File: src/rtl/montgomery_job_sched.sv
// Round-robin front end sharing one bit-serial Montgomery core among NUM_REQ clients.
// It holds the modulus configuration, runs one job at a time, and aborts a job whose core never answers.
module montgomery_job_sched #(
  parameter int DATA_LENGTH    = 64,
  parameter int NUM_REQ        = 4,
  parameter int TIMEOUT_CYCLES = 256
) (
  input  logic                           clk_i,
  input  logic                           rst_ni,
  input  logic                           cfg_we_i,
  input  logic [DATA_LENGTH-1:0]         cfg_m_i,
  input  logic [DATA_LENGTH-1:0]         cfg_minv_i,
  input  logic [DATA_LENGTH-1:0]         cfg_m_bl_i,
  output logic                           cfg_err_o,
  input  logic [NUM_REQ-1:0]             req_valid_i,
  input  logic [NUM_REQ*DATA_LENGTH-1:0] req_x_i,
  output logic [NUM_REQ-1:0]             req_ready_o,
  output logic [NUM_REQ-1:0]             rsp_valid_o,
  input  logic [NUM_REQ-1:0]             rsp_ready_i,
  output logic [DATA_LENGTH-1:0]         rsp_result_o,
  output logic                           rsp_err_o,
  output logic                           core_start_o,
  output logic [DATA_LENGTH-1:0]         core_x_o,
  output logic [DATA_LENGTH-1:0]         core_m_o,
  output logic [DATA_LENGTH-1:0]         core_minv_o,
  output logic [DATA_LENGTH-1:0]         core_m_bl_o,
  input  logic [DATA_LENGTH-1:0]         core_result_i,
  input  logic                           core_valid_i,
  output logic                           busy_o,
  output logic                           timeout_o
);

  localparam int PW = (NUM_REQ > 1) ? $clog2(NUM_REQ) : 1;
  localparam int TW = (TIMEOUT_CYCLES > 1) ? $clog2(TIMEOUT_CYCLES) : 1;

  localparam logic [1:0] ST_IDLE  = 2'd0;
  localparam logic [1:0] ST_START = 2'd1;
  localparam logic [1:0] ST_WAIT  = 2'd2;
  localparam logic [1:0] ST_RESP  = 2'd3;

  localparam logic [DATA_LENGTH-1:0] BL_MAX  = DATA_LENGTH'(DATA_LENGTH);
  localparam logic [TW-1:0]          CNT_MAX = TW'(TIMEOUT_CYCLES - 1);
  localparam logic [PW-1:0]          GNT_MAX = PW'(NUM_REQ - 1);

  logic [1:0]             state_reg;
  logic [PW-1:0]          rr_ptr_reg;
  logic [PW-1:0]          gnt_reg;
  logic [DATA_LENGTH-1:0] x_reg;
  logic [DATA_LENGTH-1:0] result_reg;
  logic                   err_reg;
  logic [TW-1:0]          cnt_reg;
  logic                   cfg_valid_reg;
  logic [DATA_LENGTH-1:0] cfg_m_reg;
  logic [DATA_LENGTH-1:0] cfg_minv_reg;
  logic [DATA_LENGTH-1:0] cfg_m_bl_reg;
  logic                   cfg_err_reg;
  logic                   timeout_reg;

  logic                   any_req;
  logic [PW-1:0]          gnt_idx;
  logic                   cfg_ok;
  logic                   cfg_valid_next;
  logic [DATA_LENGTH-1:0] sel_x;

  // Search from rr_ptr upward with wrap; first valid requester wins.
  always_comb begin
    int idx;
    logic [PW-1:0] idx_v;
    any_req = 1'b0;
    gnt_idx = '0;
    idx     = 0;
    idx_v   = '0;
    for (int k = 0; k < NUM_REQ; k++) begin
      idx = int'(rr_ptr_reg) + k;
      if (idx >= NUM_REQ) idx = idx - NUM_REQ;
      idx_v = PW'(idx);
      if (!any_req && req_valid_i[idx_v]) begin
        any_req = 1'b1;
        gnt_idx = idx_v;
      end
    end
  end

  assign sel_x = req_x_i[gnt_idx*DATA_LENGTH +: DATA_LENGTH];

  // A config write landing in the same IDLE cycle as a grant already counts for that job.
  assign cfg_ok = cfg_we_i && (state_reg == ST_IDLE) &&
                  (cfg_m_bl_i != '0) && (cfg_m_bl_i <= BL_MAX);
  assign cfg_valid_next = cfg_valid_reg | cfg_ok;

  always_ff @(posedge clk_i or negedge rst_ni) begin
    if (!rst_ni) begin
      state_reg     <= ST_IDLE;
      rr_ptr_reg    <= '0;
      gnt_reg       <= '0;
      x_reg         <= '0;
      result_reg    <= '0;
      err_reg       <= 1'b0;
      cnt_reg       <= '0;
      cfg_valid_reg <= 1'b0;
      cfg_m_reg     <= '0;
      cfg_minv_reg  <= '0;
      cfg_m_bl_reg  <= '0;
      cfg_err_reg   <= 1'b0;
      timeout_reg   <= 1'b0;
    end else begin
      cfg_err_reg <= cfg_we_i && !cfg_ok;
      timeout_reg <= 1'b0;
      if (cfg_ok) begin
        cfg_m_reg     <= cfg_m_i;
        cfg_minv_reg  <= cfg_minv_i;
        cfg_m_bl_reg  <= cfg_m_bl_i;
        cfg_valid_reg <= 1'b1;
      end
      case (state_reg)
        ST_IDLE: begin
          if (any_req) begin
            x_reg   <= sel_x;
            gnt_reg <= gnt_idx;
            if (cfg_valid_next) begin
              state_reg <= ST_START;
            end else begin
              result_reg <= '0;
              err_reg    <= 1'b1;
              state_reg  <= ST_RESP;
            end
          end
        end
        ST_START: begin
          cnt_reg   <= '0;
          state_reg <= ST_WAIT;
        end
        ST_WAIT: begin
          // A result arriving on the last allowed cycle still beats the abort.
          if (core_valid_i) begin
            result_reg <= core_result_i;
            err_reg    <= 1'b0;
            state_reg  <= ST_RESP;
          end else if (cnt_reg == CNT_MAX) begin
            timeout_reg <= 1'b1;
            result_reg  <= '0;
            err_reg     <= 1'b1;
            state_reg   <= ST_RESP;
          end else begin
            cnt_reg <= cnt_reg + TW'(1);
          end
        end
        ST_RESP: begin
          if (rsp_ready_i[gnt_reg]) begin
            rr_ptr_reg <= (gnt_reg == GNT_MAX) ? '0 : gnt_reg + PW'(1);
            state_reg  <= ST_IDLE;
          end
        end
        default: state_reg <= ST_IDLE;
      endcase
    end
  end

  always_comb begin
    req_ready_o = '0;
    rsp_valid_o = '0;
    if (state_reg == ST_IDLE && any_req) req_ready_o[gnt_idx] = 1'b1;
    if (state_reg == ST_RESP) rsp_valid_o[gnt_reg] = 1'b1;
  end

  assign rsp_result_o = (state_reg == ST_RESP) ? result_reg : '0;
  assign rsp_err_o    = (state_reg == ST_RESP) && err_reg;
  assign core_start_o = (state_reg == ST_START);
  assign core_x_o     = x_reg;
  assign core_m_o     = cfg_m_reg;
  assign core_minv_o  = cfg_minv_reg;
  assign core_m_bl_o  = cfg_m_bl_reg;
  assign busy_o       = (state_reg != ST_IDLE);
  assign timeout_o    = timeout_reg;
  assign cfg_err_o    = cfg_err_reg;

endmodule

File: config.mk
export PLATFORM = sky130hd
export DESIGN_NAME = montgomery_job_sched
export DESIGN_NICKNAME = d
export VERILOG_FILES = /design/src/rtl/montgomery_job_sched.sv
export SDC_FILE = /design/constraint.sdc
export NUM_CORES = 1
export LEC_CHECK = 0
export CAP_MARGIN = 25
export CELL_PAD_IN_SITES_DETAIL_PLACEMENT = 2
export CELL_PAD_IN_SITES_GLOBAL_PLACEMENT = 2
export CORE_AREA = 3 3 329 331
export CTS_CLUSTER_SIZE = 25
export DETAILED_ROUTE_END_ITERATION = 6
export DIE_AREA = 0 0 332 334
export GPL_ROUTABILITY_DRIVEN = 0
export GPL_TIMING_DRIVEN = 0
export PLACE_DENSITY_LB_ADDON = 0.1
export SETUP_SLACK_MARGIN = 0.15
export SLEW_MARGIN = 15
export SYNTH_ARGS = -nofsm -noshare
export SYNTH_HDL_FRONTEND = slang
export SYNTH_SLANG_ARGS = --single-unit
File: constraint.sdc
create_clock -name clk_i -period 3.04 [get_ports clk_i]
set_clock_uncertainty 0.05 [all_clocks]
set_input_delay 0.304 -clock clk_i [delete_from_list [all_inputs] [get_ports clk_i]]
set_output_delay 0.304 -clock clk_i [all_outputs]
set_load 0.005 [all_outputs]
Yosys cells after proc, flatten, opt, wreduce, memory -nomap -nowiden
Cells that the tools add are included.
{"block": "classes", "shift": 1, "mul": 0, "bitwise_logic": 1, "n_reduce_logical": 25, "muxes": 52, "magnitude_cmp": 13, "n_eq_ne": 11, "add_sub_neg": 9, "div_mod_pow": 0}
{"cell": "$mux W64", "count": 5}
{"cell": "$shiftx A256 B9 Y64", "count": 1}
{"cell": "$pmux W64 S2", "count": 1}
{"cell": "$le A64 B7 Y1 const B", "count": 1}
{"cell": "$reduce_bool A64 Y1", "count": 1}
{"cell": "$mux W2", "count": 14}
{"cell": "$lt A2 B3 Y1 const B", "count": 6}
{"cell": "$mux W1", "count": 18}
{"cell": "$mux W8", "count": 2}
{"cell": "$pmux W8 S2", "count": 1}
{"cell": "$logic_and A1 B1 Y1", "count": 11}
{"cell": "$bmux W1 S2", "count": 5}
{"cell": "$ne A2 B2 Y1 const B", "count": 5}
{"cell": "$ge A3 B3 Y1 const B", "count": 3}
{"cell": "$add A8 B1 Y8 const B", "count": 1}
{"cell": "$eq A8 B8 Y1 const B", "count": 1}
{"cell": "$mux W4", "count": 2}
{"cell": "$pmux W2 S4", "count": 1}
{"cell": "$sub A2 B1 Y2 const B", "count": 4}
{"cell": "$add A2 B2 Y3 const B", "count": 2}
{"cell": "$eq A2 B2 Y1 const B", "count": 3}
{"cell": "$reduce_and A3 Y1", "count": 2}
{"cell": "$reduce_bool A2 Y1", "count": 3}
{"cell": "$demux W1 S2", "count": 2}
{"cell": "other kinds (12)", "count": 17}
{"block": "totals", "word_cells": 125, "ff_bits": 338, "input_bits": 524, "n_memories": 0, "romBits": 0, "ram_bits": 0, "latch_bits": 0}

Depth between registers and ports, before layout
Gate-level depths: netlist of run 1.
{"block": "depth", "ltp_word": 19, "mapped_depth": 10}

Worst setup path after synthesis of run 1
OpenSTA, ideal clock, no wires.
{"block": "synth_timing", "path_type": "register -> register", "from": "reg state_reg[0]", "to": "reg cfg_minv_reg[10], in the netlist core_minv_o[10]", "n_path_buf": 2, "t_required_ns": 2.863, "stages_incl_launch_ff": 10, "arrival_ns": 2.175, "period_less_slack_ns": 2.353, "setup_ns": 0.127, "setup_slack_ns": 0.687, "path_cell_list": "dfrtp_1 > inv_1 > ha_1 > nor4b_2 > nand4_1 > nor4_1 > o21ai_1 > buf_2 > buf_6 > mux2_1"}
{"block": "synth_via", "elab_chain_len": 4}
{"element": "from (decl)", "line": "45", "text": "logic [1:0] state_reg;"}
{"element": "from (signal assigned)", "line": "93", "text": "state_reg <= ST_IDLE;"}
{"element": "from (signal assigned)", "line": "121", "text": "state_reg <= ST_START;"}
{"element": "from (signal assigned)", "line": "125", "text": "state_reg <= ST_RESP;"}
{"element": "$logic_not A2 Y1", "line": "87", "text": "assign cfg_ok = cfg_we_i && (state_reg == ST_IDLE) &&"}
{"element": "$logic_and A1 B1 Y1 (2 in series)", "line": "87"}
{"element": "$logic_and A1 B1 Y1", "line": "88", "text": "(cfg_m_bl_i != '0) && (cfg_m_bl_i <= BL_MAX);"}
{"element": "to (signal assigned)", "line": "111", "text": "cfg_minv_reg <= cfg_minv_i;"}
{"element": "to (decl)", "line": "54", "text": "logic [DATA_LENGTH-1:0] cfg_minv_reg;"}
No other way between the ends.
A chain may end at the register's enable or synchronous reset.

Worst setup path after layout of run 1
{"block": "layout_timing", "from": "reg rr_ptr_reg[1]", "to": "reg x_reg[28], in the netlist core_x_o[28]"}
{"block": "layout_via", "elab_chain_len": 15}
{"element": "from (decl)", "line": "46", "text": "logic [PW-1:0] rr_ptr_reg;"}
{"element": "from (signal assigned)", "line": "150", "text": "rr_ptr_reg <= (gnt_reg == GNT_MAX) ? '0 : gnt_reg + PW'(1);"}
{"element": "parallel branches: the longest is 15 deep, another holds $add A2 B1 Y3"}
{"element": "to (signal assigned)", "line": "118", "text": "x_reg <= sel_x;"}
{"element": "to (decl)", "line": "48", "text": "logic [DATA_LENGTH-1:0] x_reg;"}
Parallel ways; which one is timed is not known. The select of a mux whose other input is x is not followed.

==> results of run 1 <==
logic make-up after synthesis:
group	count (synthesis)	synth area share, %
flip-flops	338	56.8
AND/OR/NAND/NOR	193	7.74
AO/OA/AOI/OAI	104	6.21
multiplexers	269	25.2
adder cells (fa/ha/maj)	10	0.841
buffers and inverters	90	3.13
worst paths after layout:
| kind | cells past startpoint | from | to | slack, ns |
|---|---|---|---|---|
| worst max register to register | 7 | rr_ptr_reg[1] | core_x_o[28] | 0.26 |
| worst max-delay path | 7 | rr_ptr_reg[1] | core_x_o[28] | 0.26 |
| worst min register to register | 1 | core_m_bl_o[11] | core_m_bl_o[11] | 0.43 |
| max in group asynchronous | 4 | rst_ni | core_m_o[46] | 1.57 |
| worst min-delay path | 2 | rst_ni | result_reg[37] | 0.08 |
| min in group clk_i | 2 | cfg_m_i[61] | core_m_o[61] | 0.24 |
layout make-up:
type,instances,area [um^2]
flip-flops and latches,338,8460
inverters,17,67.6
well taps,1391,1740
diodes,16,40.0
clock inverters,13,180
fillers,11400,78000
repair buffers,876,8840
plain buffers,73,546
clock buffers,76,1470
multi-input cells,576,6060
synthesized netlist by cell type, drive strengths merged:
| cell type | count | area, um^2 |
|---|---|---|
| a22o | 1 | 8.76 |
| dfrtp | 338 | 8460 |
| nand2 | 13 | 48.8 |
| inv | 16 | 60.1 |
| nor4 | 16 | 100 |
| nand3 | 4 | 20.0 |
| ha | 10 | 125 |
| o221ai | 1 | 8.76 |
| a31o | 2 | 17.5 |
| nor4b | 2 | 23.8 |
| a21o | 2 | 15.0 |
| o2bb2a | 1 | 10.0 |
| or4 | 1 | 7.51 |
| and4 | 1 | 8.76 |
| a2111oi | 1 | 8.76 |
| nor2 | 15 | 63.8 |
| a32o | 64 | 641 |
| a311o | 1 | 10.0 |
| nor3 | 3 | 15.0 |
| o32a | 1 | 10.0 |
| o21ai | 8 | 40.0 |
| a31oi | 5 | 37.5 |
| mux4 | 65 | 1460 |
| o22ai | 3 | 25.0 |
| and2 | 129 | 807 |
| clkinv | 1 | 3.75 |
| mux2 | 200 | 2250 |
| nand4 | 3 | 18.8 |
| buf | 33 | 251 |
| a311oi | 2 | 17.5 |
| o2bb2ai | 3 | 26.3 |
| o31ai | 1 | 7.51 |
| nand2b | 2 | 12.5 |
| and3 | 3 | 18.8 |
| a21oi | 8 | 40.0 |
| clkbuf | 40 | 150 |
| mux2i | 4 | 40.0 |
| or3 | 1 | 6.26 |
critical path: cells and delay by family, from the launching register on:
family,cells,cell delay (ns)
multiplexers,2,0.77
flip-flops,1,0.47
AO/OA/AOI/OAI,3,0.46
buffers and inverters,2,0.90
metal layers:
metal	track usage (%)	routed length [um]
met5	0	182
met4	3.76	2180
met3	7.49	8940
met2	28.8	46600
met1	14.3	28100
timing repair:
item                       4_1_cts  5_1_grt
hold buffers                     1        0
gates cloned                     0        0
gates resized for setup         85       23
hold endpoints to repair       176        0
setup buffers                    8        6
setup endpoints to repair      400      166
pin swaps                        4        4
stage by stage:
step / hold WS, ns / std cells
final: 0.0808 / 3376
after global routing: 0.0385 / 3367
after CTS: 0.0109 / 3354
after detailed placement: 0.103 / 3256
after global placement: 0.420 / 3251
after floorplan: -0.0416 / 1004
power by group:
group,internal (mW),switching [mW]
clock network,3.64,2.28
logic,3.80,2.83
registers,5.40,0.511
==> reports/qor.csv, run 1 <==
metric;value;unit
VDD IR max;0.000388;V
CP Max Fanout;10;
first-pass GRT wire length;118000;um
Fin Setup TNS;0;ns
CTS Root Cell;clkbuf_16;
max-slew violations;0;
Crit. End Element;register;
H-tree depth;2;
dpl cell area;25300;um^2
Pwr Density;674;nW/um^2
drt drc;0;
total CTS buffers;48;
syn nets;1538;
pre-CTS WS;-1.56;ns
WP data arrival;3.22;ns
clock buffer depth;3;
clk_lat worst skew;0.61;ns
final setup vio count;0;
mean post-synth cell area;14.8;um^2
final instance area;27400;um^2
die height;334;um
CP max stage delay;0.72;ns
Post-layout nets;2464;
Overflow after GRT;0;
Initial Utilization;14.1;%
crit path kind;register to register;
Overall Global Routing Usage;15.1;%
MaxCap Viol Count;0;
Min-Delay Path Class;input port to async pin;
DP HPWL;71100;um
core area;105000;um^2
fin crit period;2.78;ns
Leak Pwr;11.3;nW
CP Launch Type;register;
leading cell type in the layout, fill and taps excluded;clkdlybuf4s50_1;
Syn-to-layout area delta;84.2;%
TritonCTS Sinks;338;
Rel. slew slack;37.4;%
# IOs;857;
RSZ-0062 raised after global routing;true;
Critical Path RT;3.48;ns
Iter 0 DRT Violations;339;
Final Util;26.0;%
Die X;332;um
Final WS setup;0.256;ns
Synth cell types;47;
# rows;119;
Design Power;18.5;mW
Crit-path slowest cell;buf_1;
fmax;359;MHz
synth warn;0;
CP Cell Sequence;a21oi_1 -> o21ai_0 -> o2bb2a_1 -> buf_4 -> buf_1 -> mux4_2 -> mux2_2;
post-route ant nets;0;
largest net degree at the start of global routing;95;
DR pass1 iterations;4;
synthesis-stage register bit count;338;
Die Area;111000;um^2
fraction of layout cells with a size suffix above 1;21.2;%
vias in the first global route;15000;
antenna violations before repair;33;
run status;completed;
Fin. Hold Viols;0;
routed via count;12800;
Clk pin slew, worst setup/hold paths;0.05;ns
Worst-Margin Slew;0.938;ns
I/O Buffers;856;
Post-Route WL;86000;um
CTS tree;built;
Cell Area, Synth;14900;um^2
commonest cells after routing, fill and taps aside;849 x clkdlybuf4s50_1, 336 x dfrtp_1, 179 x mux2_2;
DR WL/cell;25.5;um
Synth Instances;1004;
routed vias/inst;3.79;
post-synthesis sequential area ratio;56.8;%
Final period util;91.6;%
Note: power is estimated with default switching activity, not from simulation.
==> run 2, diff against run 1 <==
CAP_MARGIN = 40   (was 25)
CTS_CLUSTER_SIZE = 30   (was 25)
HOLD_SLACK_MARGIN = 0.06   (was not set)
==> run 2 against run 1 <==
  * Die area did not move
  * Via count rose by 0.59%
  * Highest routed layer unchanged
  * Critical endpoint is now result_reg[20]
  * Final area rose by 0.22%
==> reports/qor.csv, run 2 (synthesis results as in run 1) <==
metric;value;unit;change
run status;completed;;
# IOs;857;;unchanged
MaxCap Viol Count;0;;unchanged
DR WL/cell;25.6;um;+0.56%
max-slew violations;0;;unchanged
fraction of layout cells with a size suffix above 1;21.6;%;+0.46 points
drt drc;0;;unchanged
Critical Path RT;3.52;ns;+0.04 ns
fmax;358;MHz;-0.47%
# rows;119;;unchanged
RR Startpoint;state_reg[0];;
Fin Setup TNS;0;ns;unchanged
total CTS buffers;48;;unchanged
Design Power;18.2;mW;-1.3%
H-tree depth;2;;unchanged
CTS tree;built;;
WP data arrival;3.28;ns;+0.06 ns
Rel. slew slack;51.3;%;+14 points
TritonCTS Sinks;338;;unchanged
DP HPWL;71300;um;+0.33%
Inst Count DP;3259;;+0.092%
Die X;332;um;unchanged
CP Max Fanout;10;;unchanged
Crit-path slowest cell;or4_4;;
routed vias/inst;3.81;;+0.50%
crit-path leading delay family;simple AND/OR/NAND/NOR gates;;
CTS Root Cell;clkbuf_16;;
clk_lat worst skew;0.60;ns;about the same
Non-Filler Instances;3379;;+0.089%
Fin. Hold Viols;0;;unchanged
leading cell type in the layout, fill and taps excluded;clkdlybuf4s50_1;;
crit path kind;register to register;;
fin crit period;2.80;ns;+0.0132 ns
post-route ant nets;0;;unchanged
Final period util;92.0;%;+0.43 points
routed via count;12900;;+0.59%
largest net degree at the start of global routing;95;;unchanged
core area;105000;um^2;unchanged
Pwr Density;663;nW/um^2;-1.6%
Iter 0 DRT Violations;400;;+18%
clock buffer depth;3;;unchanged
reg2reg end;result_reg[20];;
HP Start;cfg_minv_i[46];;
commonest cells after routing, fill and taps aside;851 x clkdlybuf4s50_1, 335 x dfrtp_1, 179 x mux2_2;;
Worst-Margin Slew;0.730;ns;-0.208 ns
first-pass GRT wire length;118000;um;about the same
Overflow after GRT;0;;unchanged
Min-Delay Path Class;input port to register;;
Initial Utilization;14.1;%;unchanged
DR pass1 iterations;4;;unchanged
antenna violations before repair;45;;+36%
final instance area;27500;um^2;+0.22%
dpl cell area;25300;um^2;+0.11%
Crit. End Element;register;;
final setup vio count;0;;unchanged
fillers;11400;;-0.035%
RSZ-0062 raised after global routing;true;;
vias in the first global route;15000;;-0.38%
CP Cell Sequence;inv_2 -> ha_4 -> nor4b_4 -> nand4_1 -> or4_4 -> o21ai_4 -> buf_12 -> buf_8 -> a32o_1;;
Die Area;111000;um^2;unchanged
Final Util;26.1;%;+0.058 points
Worst R2R Setup Slack;0.24;ns;about the same
Post-Route WL;86500;um;+0.65%
Clk pin slew, worst setup/hold paths;0.06;ns;about the same
VDD IR max;0.000307;V;-21%
I/O Buffers;856;;unchanged
Overall Global Routing Usage;15.1;%;+0.015 points
die height;334;um;unchanged
hold endpoint;core_minv_o[46];;
Syn-to-layout area delta;84.6;%;
CP max stage delay;0.63;ns;-0.09 ns
Hold Crit Depth;2;;
CP Launch Type;register;;
CP bufs+invs;3;;+1
Post-layout nets;2472;;+0.32%
Leak Pwr;11.4;nW;+0.42%
FF-to-FF path depth;9;;+2
run 2: cell count changes in the layout (fill, tap and decap cells not counted), sizes merged:
cell | before | now
clkdlybuf4s50 | 849 | 851
bufinv | 4 | 3
diode | 16 | 15
dlygate4sd3 | 1 | 2
buf | 58 | 61
clkbuf | 115 | 114
clkinv | 9 | 8
clkinvlp | 1 | 4
dlygate4sd2 | 2 | 0
run 2: where the power goes:
part           switching, mW  total [mW]  internal [mW]
registers              0.510        5.91           5.40
logic                   2.83        6.62           3.80
clock network           2.27        5.67           3.40
total                   5.61        18.2           12.6
run 2: metal layers:
| metal | global-route usage (%) | share of wire [%] |
|---|---|---|
| met5 | 0 | 0.24 |
| met1 | 14.2 | 33 |
| met4 | 4.29 | 2.6 |
| met3 | 7.68 | 10 |
| met2 | 28.5 | 54 |
run 2: cell type report:
type                    instances  area, um^2  share of cell area, %
well taps                    1391        1740                   6.34
repair buffers                884        8940                   32.5
inverters                      17        67.6                  0.246
clock inverters                14         171                  0.624
plain buffers                  73         596                   2.17
diodes                         15        37.5                  0.137
flip-flops and latches        338        8460                   30.8
clock buffers                  71        1390                   5.05
multi-input cells             576        6060                   22.1
run 2: worst register-to-register path, cell delays in order (launching register included):
cell	delay (ns)
dfrtp_1	0.43
inv_2	0.13
ha_4	0.26
nor4b_4	0.23
nand4_1	0.21
or4_4	0.63
o21ai_4	0.28
buf_12	0.19
buf_8	0.15
a32o_1	0.17
run 2: how the worst max path moves through the flow:
stage,cells past startpoint,from,endpoint,slack [ns]
2_1_floorplan,9,state_reg[0],core_minv_o[10],0.69
3_5_place_dp,9,state_reg[0],req_ready_o[1],-1.61
4_1_cts,9,state_reg[0],req_ready_o[1],0.13
6_report,9,state_reg[0],result_reg[20],0.24
5_1_grt,9,state_reg[0],result_reg[7],0.09
3_3_place_gp,1,rst_ni,core_m_o[40],-15.61
run 2: through the flow:
stage,worst slack (ns),hold WS [ns]
6_report,0.243,0.239
4_1_cts,0.131,0.175
3_3_place_gp,-15.61,0.420
5_1_grt,0.0887,0.190
3_5_place_dp,-1.61,0.104
2_1_floorplan,0.687,-0.0416
run 2: timing repair:
item,in CTS,in global routing
hold buffers,2,0
buffers inserted,6,8
pin swaps,4,12
endpoints found under the setup margin,400,253
resized for setup,80,55
hold endpoints to repair,176,0
cloned,0,3
==> run 3, diff against run 2 <==
==> constraint.sdc (replaced) <==
create_clock -name clk_i -period 3.04 [get_ports clk_i]
set_clock_uncertainty 0.05 [all_clocks]
set_input_delay 0.76 -clock clk_i [delete_from_list [all_inputs] [get_ports clk_i]]
set_output_delay 0.76 -clock clk_i [all_outputs]
set_load 0.1 [all_outputs]
==> run 3 against run 2 <==
  * Power grew 48%
  * Non-clock buffer count grew 298
  * Setup slack lost 0.36 ns
  * Critical path type is now input port to output pin
  * Critical path depth grew 1
  * Combinational power grew 140%
  * First-iteration DRC count shrank 2.5%
  * The flow now finishes with violations (setup timing)
==> reports/qor.csv, run 3 (synthesis results as in run 1) <==
metric;value;unit;change
run status;finished with violations;;
failing checks;setup timing;;
Syn-to-layout area delta;143;%;
VDD IR max;0.000966;V;+210%
Fin. Hold Viols;0;;unchanged
crit path kind;input port to output pin;;
largest net degree at the start of global routing;69;;-27%
Non-Filler Instances;3689;;+9.2%
fmax;316;MHz;-12%
layer with the highest usage;met2;;
Overflow after GRT;0;;unchanged
Design Power;26.9;mW;+48%
total CTS buffers;47;;-2.1%
fraction of layout cells with a size suffix above 1;38.9;%;+17 points
WP data arrival;2.35;ns;-0.93 ns
Worst-Margin Slew;0.799;ns;+0.0684 ns
Crit. End Element;output pin;;
DP HPWL;78100;um;+9.5%
Clk pin slew, worst setup/hold paths;0.06;ns;about the same
Pwr Density;743;nW/um^2;+12%
# rows;119;;unchanged
routed vias/inst;3.84;;+0.73%
post-route ant nets;0;;unchanged
Crit-path slowest cell;clkdlybuf4s15_1;;
vias in the first global route;17000;;+13%
DR WL/cell;26.0;um;+1.6%
Die X;332;um;unchanged
die height;334;um;unchanged
Overall Global Routing Usage;16.6;%;+1.5 points
final setup vio count;4;;+4
# IOs;857;;unchanged
CP Launch Type;input port;;
CP max stage delay;0.30;ns;-0.33 ns
Final period util;104;%;+12 points
CP Max Fanout;5;;-5
GR Layer Usage met3;5.52;%;-2.2 points
RSZ-0062 raised after global routing;true;;
I/O Buffers;856;;unchanged
fin crit period;3.16;ns;+0.364 ns
routed via count;14100;;+10%
Inst Count DP;3589;;+10%
Die Area;111000;um^2;unchanged
CP Cell Sequence;clkdlybuf4s15_1 -> a21oi_2 -> o21ai_1 -> o2bb2a_2 -> clkbuf_8 -> buf_12 -> buf_16 -> buf_4 -> nor2_4 -> clkbuf_16;;
GR Util met1;17.2;%;+2.9 points
leading cell type in the layout, fill and taps excluded;clkdlybuf4s50_1;;
Final Util;34.3;%;+8.3 points
MaxCap Viol Count;0;;unchanged
Min-Delay Path Class;register to register;;
commonest cells after routing, fill and taps aside;775 x clkdlybuf4s50_1, 334 x dfrtp_1, 259 x buf_16;;
clk_lat worst skew;0.61;ns;about the same
Leak Pwr;15.4;nW;+35%
Post-Route WL;96000;um;+11%
core area;105000;um^2;unchanged
antenna violations before repair;51;;+13%
DR pass1 iterations;4;;unchanged
Initial Utilization;14.1;%;unchanged
Critical Path RT;2.23;ns;-1.29 ns
Post-layout nets;2769;;+12%
CTS Root Cell;clkbuf_16;;
drt drc;0;;unchanged
Iter 0 DRT Violations;390;;-2.5%
first-pass GRT wire length;131000;um;+11%
H-tree depth;2;;unchanged
clock buffer depth;3;;unchanged
CTS tree;built;;
Rel. slew slack;46.8;%;-4.6 points
Final WS setup;-0.122;ns;-0.364 ns
TritonCTS Sinks;338;;unchanged
GR Layer Usage met2;31.4;%;+2.9 points
max-slew violations;0;;unchanged
==> run 3: through the flow <==
| stage | setup WS [ns] | setup TNS, ns | hold slack [ns] | area (um^2) |
|---|---|---|---|---|
| floorplan | -0.0642 | -0.241 | 0.402 | 15000 |
| global placement | -16.27 | -5917.49 | 0.419 | 25300 |
| detailed placement | -1.91 | -449.19 | 0.420 | 33600 |
| CTS | -0.238 | -0.898 | 0.440 | 35100 |
| global route | -0.232 | -0.966 | 0.452 | 36100 |
| finish | -0.122 | -0.415 | 0.433 | 36200 |
==> run 3: worst max-delay path, delay by kind of cell <==
family / cells / cell delay [ns]
AO/OA/AOI/OAI: 3 / 0.41
buffers and inverters: 6 / 1.05
AND/OR/NAND/NOR: 1 / 0.12
==> run 3: cell type report <==
class / instances / area (um^2)
clock buffer: 67 / 1320
antenna: 28 / 70.1
fill: 10500 / 69200
timing repair buffer: 1182 / 17000
sequential: 338 / 8460
tap: 1391 / 1740
multi-input combinational: 576 / 6580
inverter: 17 / 67.6
buffer: 73 / 758
clock inverter: 17 / 160
==> run 3: worst paths after layout <==
check	start	to	cells past startpoint	slack, ns
max	req_valid_i[1]	req_ready_o[0]	10	-0.12
max in group asynchronous	rst_ni	core_m_bl_o[39]	5	0.91
min in group asynchronous	rst_ni	result_reg[15]	2	0.59
min	core_m_bl_o[63]	core_m_bl_o[63]	1	0.43
min reg2reg	core_m_bl_o[63]	core_m_bl_o[63]	1	0.43
max reg2reg	state_reg[1]	core_minv_o[6]	13	0.10
==> run 3: layer usage <==
metal	share of wire, %	up-vias
met5	0.089	-
met3	6.7	128
met1	36	7235
met4	2.7	14
met2	55	562
li1	-	6209
==> run 3: power by group <==
| group | internal [mW] | leakage (nW) | switching [mW] |
|---|---|---|---|
| logic | 7.06 | 10.1 | 8.50 |
| clock network | 3.19 | 0.735 | 2.23 |
| registers | 5.40 | 4.47 | 0.511 |
| total | 15.7 | 15.4 | 11.2 |
==> run 3: repair_timing <==
| item | 4_1_cts | 5_1_grt |
|---|---|---|
| endpoints found under the hold margin | 32 | 0 |
| setup buffers | 31 | 14 |
| setup endpoints to repair | 394 | 259 |
| resized for setup | 179 | 184 |
| pin swaps | 15 | 10 |
| hold buffers | 1 | 0 |
| cloned | 0 | 14 |
